[config.mk]
export PLATFORM = sky130hd
export DESIGN_NAME = s2c_pkt_serializer
export DESIGN_NICKNAME = d
export VERILOG_FILES = /design/src/rtl/s2c_pkg.sv /design/src/rtl/s2c_pkt_serializer.sv
export SDC_FILE = /design/constraint.sdc
export NUM_CORES = 1
export LEC_CHECK = 0
export BUFFER_PORTS_ARGS = -buffer_cell sky130_fd_sc_hd__buf_2
export CAP_MARGIN = 15
export CORE_AREA = 4 4 263 265
export CTS_CLUSTER_DIAMETER = 30
export CTS_CLUSTER_SIZE = 28
export DETAILED_ROUTE_END_ITERATION = 12
export DIE_AREA = 0 0 267 269
export PLACE_DENSITY = 0.65
export SYNTH_ARGS = -nofsm -noshare
export SYNTH_HDL_FRONTEND = slang
export SYNTH_SLANG_ARGS = --single-unit
[constraint.sdc]
create_clock -name clk -period 7.98 [get_ports clk]
set_clock_uncertainty 0.05 [all_clocks]
set_input_delay 1.596 -clock clk [delete_from_list [all_inputs] [get_ports clk]]
set_output_delay 1.596 -clock clk [all_outputs]
set_load 0.05 [all_outputs]
[src/rtl/s2c_pkg.sv]
// Shared definitions for the software-to-chip packet path: sizes, the
// serializer state encoding and the header word layout.
package s2c_pkg;

  localparam int S2C_DATA_SIZE = 16;
  localparam int S2C_WORD_W    = 32;

  // Header words precede the data words on the stream, id first.
  localparam int S2C_HDR_ID_POS = 0;
  localparam int S2C_HDR_FN_POS = 1;
  localparam int S2C_HDR_WORDS  = S2C_HDR_FN_POS - S2C_HDR_ID_POS + 1;

  typedef enum logic [1:0] {
    IDLE,
    HDR_ID,
    HDR_FN,
    DATA
  } s2c_state_e;

  // Limit a requested data length to the capacity of the packet.
  function automatic logic [4:0] s2c_clamp_len(input logic [4:0] len,
                                               input logic [4:0] max_len);
    return (len > max_len) ? max_len : len;
  endfunction

  // Total stream words for a packet carrying len data words.
  function automatic int s2c_pkt_words(input logic [4:0] len);
    return int'(len) + S2C_HDR_WORDS;
  endfunction

endpackage

[src/rtl/s2c_pkt_serializer.sv]
// Turns one loaded s2c packet into a stream of 32-bit words: id, fn, then
// len data words, with sop on the id word and eop on the last word.
// Packets with a non-zero return status are dropped and only counted.
module s2c_pkt_serializer
  import s2c_pkg::*;
#(
  parameter int DATA_WORDS = S2C_DATA_SIZE,
  parameter int WORD_W     = S2C_WORD_W
) (
  input  logic                         clk,
  input  logic                         rst_n,
  input  logic                         in_valid,
  output logic                         in_ready,
  input  logic [WORD_W-1:0]            in_id,
  input  logic [WORD_W-1:0]            in_fn,
  input  logic [WORD_W-1:0]            in_ret,
  input  logic [4:0]                   in_len,
  input  logic [DATA_WORDS*WORD_W-1:0] in_data,
  output logic                         out_valid,
  input  logic                         out_ready,
  output logic [WORD_W-1:0]            out_data,
  output logic                         out_sop,
  output logic                         out_eop,
  output logic [15:0]                  pkt_cnt,
  output logic [15:0]                  drop_cnt,
  output logic                         len_err
);

  localparam int         IDX_W   = $clog2(DATA_WORDS);
  localparam logic [4:0] MAX_LEN = 5'(DATA_WORDS);

  s2c_state_e state, state_nxt;

  logic [WORD_W-1:0]                  fn_r;
  logic [4:0]                         len_r;
  logic [DATA_WORDS-1:0][WORD_W-1:0]  data_r;
  logic [4:0]                         idx_r, idx_nxt, idx_inc, len_last;

  logic              valid_nxt, sop_nxt, eop_nxt;
  logic [WORD_W-1:0] data_nxt;

  logic out_hs, eop_hs, load, load_ok, load_drop;

  assign out_hs    = out_valid && out_ready;
  assign eop_hs    = out_hs && out_eop;
  assign in_ready  = (state == IDLE) || eop_hs;
  assign load      = in_valid && in_ready;
  assign load_ok   = load && (in_ret == '0);
  assign load_drop = load && (in_ret != '0);
  assign idx_inc   = idx_r + 5'd1;
  assign len_last  = len_r - 5'd1;

  // Next state and next presented word; a new load overrides the tail of the old packet.
  always_comb begin
    state_nxt = state;
    idx_nxt   = idx_r;
    valid_nxt = out_valid;
    data_nxt  = out_data;
    sop_nxt   = out_sop;
    eop_nxt   = out_eop;

    case (state)
      IDLE: begin
        valid_nxt = 1'b0;
        sop_nxt   = 1'b0;
        eop_nxt   = 1'b0;
      end
      HDR_ID: begin
        if (out_hs) begin
          state_nxt = HDR_FN;
          data_nxt  = fn_r;
          sop_nxt   = 1'b0;
          eop_nxt   = (len_r == 5'd0);
        end
      end
      HDR_FN: begin
        if (out_hs) begin
          if (len_r == 5'd0) begin
            state_nxt = IDLE;
            valid_nxt = 1'b0;
            eop_nxt   = 1'b0;
          end else begin
            state_nxt = DATA;
            idx_nxt   = 5'd0;
            data_nxt  = data_r[0];
            eop_nxt   = (len_r == 5'd1);
          end
        end
      end
      DATA: begin
        if (out_hs) begin
          if (idx_r == len_last) begin
            state_nxt = IDLE;
            valid_nxt = 1'b0;
            eop_nxt   = 1'b0;
          end else begin
            idx_nxt  = idx_inc;
            data_nxt = data_r[idx_inc[IDX_W-1:0]];
            eop_nxt  = (idx_inc == len_last);
          end
        end
      end
      default: begin
        state_nxt = IDLE;
        valid_nxt = 1'b0;
        sop_nxt   = 1'b0;
        eop_nxt   = 1'b0;
      end
    endcase

    if (load_ok) begin
      state_nxt = HDR_ID;
      valid_nxt = 1'b1;
      data_nxt  = in_id;
      sop_nxt   = 1'b1;
      eop_nxt   = 1'b0;
    end
  end

  // State, output word register, status counters and sticky length error.
  always_ff @(posedge clk or negedge rst_n) begin
    if (!rst_n) begin
      state     <= IDLE;
      idx_r     <= 5'd0;
      out_valid <= 1'b0;
      out_data  <= '0;
      out_sop   <= 1'b0;
      out_eop   <= 1'b0;
      pkt_cnt   <= 16'd0;
      drop_cnt  <= 16'd0;
      len_err   <= 1'b0;
    end else begin
      state     <= state_nxt;
      idx_r     <= idx_nxt;
      out_valid <= valid_nxt;
      out_data  <= data_nxt;
      out_sop   <= sop_nxt;
      out_eop   <= eop_nxt;
      if (eop_hs) begin
        pkt_cnt <= pkt_cnt + 16'd1;
      end
      if (load_drop) begin
        drop_cnt <= drop_cnt + 16'd1;
      end
      if (load_ok && (in_len > MAX_LEN)) begin
        len_err <= 1'b1;
      end
    end
  end

  // Packet payload capture; only meaningful while a packet is in flight, so no reset.
  always_ff @(posedge clk) begin
    if (load_ok) begin
      fn_r   <= in_fn;
      len_r  <= s2c_clamp_len(in_len, MAX_LEN);
      data_r <= in_data;
    end
  end

endmodule
# Yosys cells after proc, flatten, opt, wreduce, memory -nomap -nowiden
# Index checks and enable logic that the tools add are counted.
dict set report totals {
  reg_bits 624
  word_cells 108
}
dict set report classes {
  n_addsub 4
  n_lt_le_gt_ge 2
  n_eq_ne 17
  n_mux 37
  n_reduce_logical 21
}
# cell n
set op_table {}
lappend op_table {{$mux 32} 7}
lappend op_table {{$bmux 32 s4} 1}
lappend op_table {{$pmux 32 s3} 1}
lappend op_table {{$add 16x1->16 const B} 2}
lappend op_table {{$logic_not 32->1} 1}
lappend op_table {{$reduce_bool 32->1} 1}
lappend op_table {{$ne 3x3->1 const B} 7}
lappend op_table {{$mux 5} 4}
lappend op_table {{$reduce_and 5->1} 3}
lappend op_table {{$mux 1} 13}
lappend op_table {{$mux 2} 6}
lappend op_table {{$eq 5x5->1} 2}
lappend op_table {{$pmux 5 s2} 1}
lappend op_table {{$ne 2x2->1 const B} 4}
lappend op_table {{$reduce_bool 4->1} 2}
lappend op_table {{$logic_and 1x1->1} 6}
lappend op_table {{$pmux 2 s3} 1}
lappend op_table {{$reduce_and 6->1} 1}
lappend op_table {{$add 5x1->5 const B} 1}
lappend op_table {{$eq 5x1->1 const B} 1}
lappend op_table {{$gt 5x5->1 const B} 1}
lappend op_table {{$logic_not 5->1} 1}
lappend op_table {{$lt 4x5->1 const B} 1}
lappend op_table {{$sub 5x1->5 const B} 1}
lappend op_table {{11 further kinds} 12}

# Logic depth before layout (Yosys ltp)
dict set report depth {
  depth_word 7
  ltp_mapped 11
  ltp_nobuf 8
}

# Worst setup path after synthesis
# No wires, ideal clock.
dict set report synth_path {
  path_kind {input to register}
  from {input in_ret[18]}
  to {register out_data[23]}
  setup_time_ns 0.067
  t_arrival_ns 9.633
  path_slack_ns -1.770
  stages 9
  cell_sequence {nor4_1 > nand4_1 > or3_1 > buf_6 > inv_2 > buf_2 > a221o_1 > o32a_1 > mux2_2}
}
dict set report synth_between {
  elab_chain_len 4
}
# item line
set synth_lines {}
lappend synth_lines {{start: declaration} s2c_pkt_serializer.sv:16} ;# input logic [WORD_W-1:0] in_ret,
lappend synth_lines {{$logic_not 32->1 (*)} s2c_pkt_serializer.sv:48} ;# assign load_ok = load && (in_ret == '0);
lappend synth_lines {{$logic_and 1x1->1 (*)} s2c_pkt_serializer.sv:48}
lappend synth_lines {{named net load_ok} s2c_pkt_serializer.sv:42} ;# logic out_hs, eop_hs, load, load_ok, load_drop;
lappend synth_lines {{$ne 3x3->1 (no line) or $reduce_bool 4->1 (tied branches)} --}
lappend synth_lines {{$reduce_and 6->1 (no line)} --}
lappend synth_lines {{end signal: assignment} s2c_pkt_serializer.sv:136} ;# out_data <= data_nxt;
lappend synth_lines {{end: declaration} s2c_pkt_serializer.sv:21} ;# output logic [WORD_W-1:0] out_data,
# Mark *: on every way through the listed nets, which the timed path passes. The rest lies on a longest branch.
# A chain may end at the register's enable or synchronous reset.

# Worst setup path after layout
dict set report layout_path {
  from {input in_ret[26]}
  to {register out_data[6]}
}
dict set report layout_between {
  elab_chain_len 4
}
# item line
set layout_lines {}
lappend layout_lines {{$logic_not 32->1 (*)} s2c_pkt_serializer.sv:48}
lappend layout_lines {{$logic_and 1x1->1 (*)} s2c_pkt_serializer.sv:48}
lappend layout_lines {{$ne 3x3->1 (no line) or $reduce_bool 4->1 (tied branches)} --}
lappend layout_lines {{$reduce_and 6->1 (no line)} --}
# Mark *: on every way between the ends. The rest lies on a longest branch, timed or not.

==> run metrics <==
Yosys reg bits 624; final hold viol count 0; gr usage total 20.4%; crit path capture type register; Root Driver clkbuf_16; Top cell by count, worst path buf_4; Relative slew margins 23.7%; clk buf depth 3; clock sink count 624; global-route wire length before repair 107000 um; Final Cycle Share 62.8%; post-layout total power 0.00935 W; Die Y 269 um; outcome finished, final reports clean; final wirelength 75900 um; sequential share of the synthesized area 74.4%; kind of critical path input port to register; count leader, synth edfxtp_1; syn_area_per_cell 18.9 um2; die width 267 um; RSZ-0062 raised after global routing no; Yosys top cell area share 66.8%; Setup TNS Final 0 ns; vias in the first global route 16943; via density per instance 5.15; LEAKAGE 12.8 nW; peak supply drop 184 uV; actual slew at the worst max-slew pin 1.15 ns; Slew Limit Fails 0; setup violators final 0; critical path peak fanout 128; Main synth FF type edfxtp_1; critical path arrival 5.58 ns; DR pass1 iterations 5; crit-path cells buf_2, nor4_1, nand4_1, or3_2, inv_8, buf_4, buf_4, a221o_1, o32a_1, mux2_2; Top Ports 686; clock period minus worst slack 5.01 ns; power per standard cell area 277 nW/um2; hold_ws 0.433 ns; Synth top cells by count edfxtp_1, nand2_1, mux4_2, dfrtp_1, a21oi_1; full die area 71800 um2; HPWL after DPL 53400 um; NumNets Final 2696; Crit path buffers/inverters 4; I/O Buffers 685; largest net degree at the start of global routing 183; # rows 95; Netlist cell types 48; H-tree depth 4; yosys warns 0; layout cells sized above 1 49.6%; initial core utilization 36.9%; Slowest cell on crit path buf_4; total grt overflow 0; Placer Congestion 0.836; # Post-CTS Setup Buffers 0; syn_nets 1925; asr flop ratio synth 12.0%; Synth area leaders edfxtp_1, mux4_2, dfrtp_1, nand2_1, a21oi_1; post-layout util 50.4%; CTS buffer count 134; WP data required 8.55 ns; leading area contributor after synthesis edfxtp_1; Mapped Cells 1303; Critical Path Max Stage Delay 0.89 ns; FMAX 0.200 GHz; DRC violation total after the first TritonRoute iteration 1138; Residual DRC 0; Core Area 66800 um2; max_cap viols 0; CTS resizes 0; Post-Syn Area 24700 um2; Final WS setup 2.97 ns; CTS tree done; Layout area overhead 36.6%; CTS clock-pin slew for the worst setup and hold paths 0.05 ns; worst min path class register to register; vias post-DR 15828; cts hold-fix bufs 0; critical path's top delay family buffers and inverters; Post-synth EDFFs 549; drt wl/cell 24.7 um; post-route ant nets 0; Worst setup SP type input port; Post-Place Worst Slack 2.18 ns; worst skew pair latency 0.69 ns; antenna violations before repair 30
-- per-layer routing --
| layer | global-route usage [%] | vias to the layer above | wire length [um] |
|---|---|---|---|
| met2 | 35.5 | 765 | 39200 |
| li1 | - | 6886 | - |
| met4 | 7.44 | 38 | 2000 |
| met1 | 23.4 | 7981 | 28000 |
| met3 | 7.13 | 158 | 6400 |
| met5 | 0 | - | 253 |
-- placed cells by master, fill, tap and decap left out, types with 9 or more instances in the layout --
master,synthesis,routed
a21oi_1,69,69
clkinv_2,0,14
nand3_1,18,17
nor2_1,16,15
clkinvlp_4,0,12
nand2_1,148,148
mux2_2,23,23
dfrtp_1,75,74
clkbuf_16,0,136
diode_2,0,16
xor2_1,13,12
clkinv_1,0,14
o32a_1,32,32
edfxtp_1,549,549
xnor2_1,30,29
clkbuf_1,41,30
bufinv_16,0,13
mux2_4,10,10
a221o_1,33,33
nor3_1,9,9
mux4_2,128,128
buf_4,3,20
buf_2,18,684
-- cells by family (layout without fill, tap and decap cells) --
group                    after synthesis  after routing  synth area share, %
adder cells (fa/ha/maj)                5              5                0.254
multiplexers                         162            162                 13.4
other                                  0             16                    0
buffers and inverters                 80            960                 1.51
flip-flops                           624            624                 74.4
XOR/XNOR                              44             44                 1.62
AO/OA/AOI/OAI                        160            160                 4.78
AND/OR/NAND/NOR                      228            228                 4.02
-- metrics by stage --
stage          instances  area, um2
2_1_floorplan       1303      24700
3_3_place_gp        2810      29100
3_5_place_dp        2810      29100
4_1_cts             3055      33600
5_1_grt             3065      33700
6_report            3072      33700
-- worst paths after layout --
kind | endpoint | startpoint | slack [ns] | depth (start not counted)
min in group asynchronous | out_data[23]$_DFFE_PN0P_ | rst_n | 0.78 | 1
min reg2reg | drop_cnt[15]$_DFFE_PN0P_ | drop_cnt[15]$_DFFE_PN0P_ | 0.43 | 1
max in group asynchronous | idx_r[0]$_DFFE_PN0P_ | rst_n | 5.83 | 2
min | drop_cnt[15]$_DFFE_PN0P_ | drop_cnt[15]$_DFFE_PN0P_ | 0.43 | 1
max | out_data[6]$_DFFE_PN0P_ | in_ret[26] | 2.97 | 10
max reg2reg | out_data[6]$_DFFE_PN0P_ | state[0]$_DFFE_PN0P_ | 3.43 | 9
-- registers in the layout (all words and copies together) (netlist names) --
name,count
state,2
fn_r,32
len_err,1
len_r,5
pkt_cnt,16
out_data,32
idx_r,5
drop_cnt,16
data_r,512
out_sop,1
out_valid,1
out_eop,1
-- final cells by class --
class                   instances  area, um2
multi-input cells             599       5990
inverters                       9       41.3
clock inverters                74        961
diodes                         16       40.0
flip-flops and latches        624      18400
well taps                     873       1090
repair buffers                706       3620
fillers                      5557      33100
clock buffers                 171       3580
-- where the power goes --
part,internal [W],switching [W]
sequential,0.00358,0.0000221
clock,0.00363,0.00182
combinational,0.000136,0.000162
total,0.00735,0.00200
Note: power is estimated with default switching activity, not from simulation.
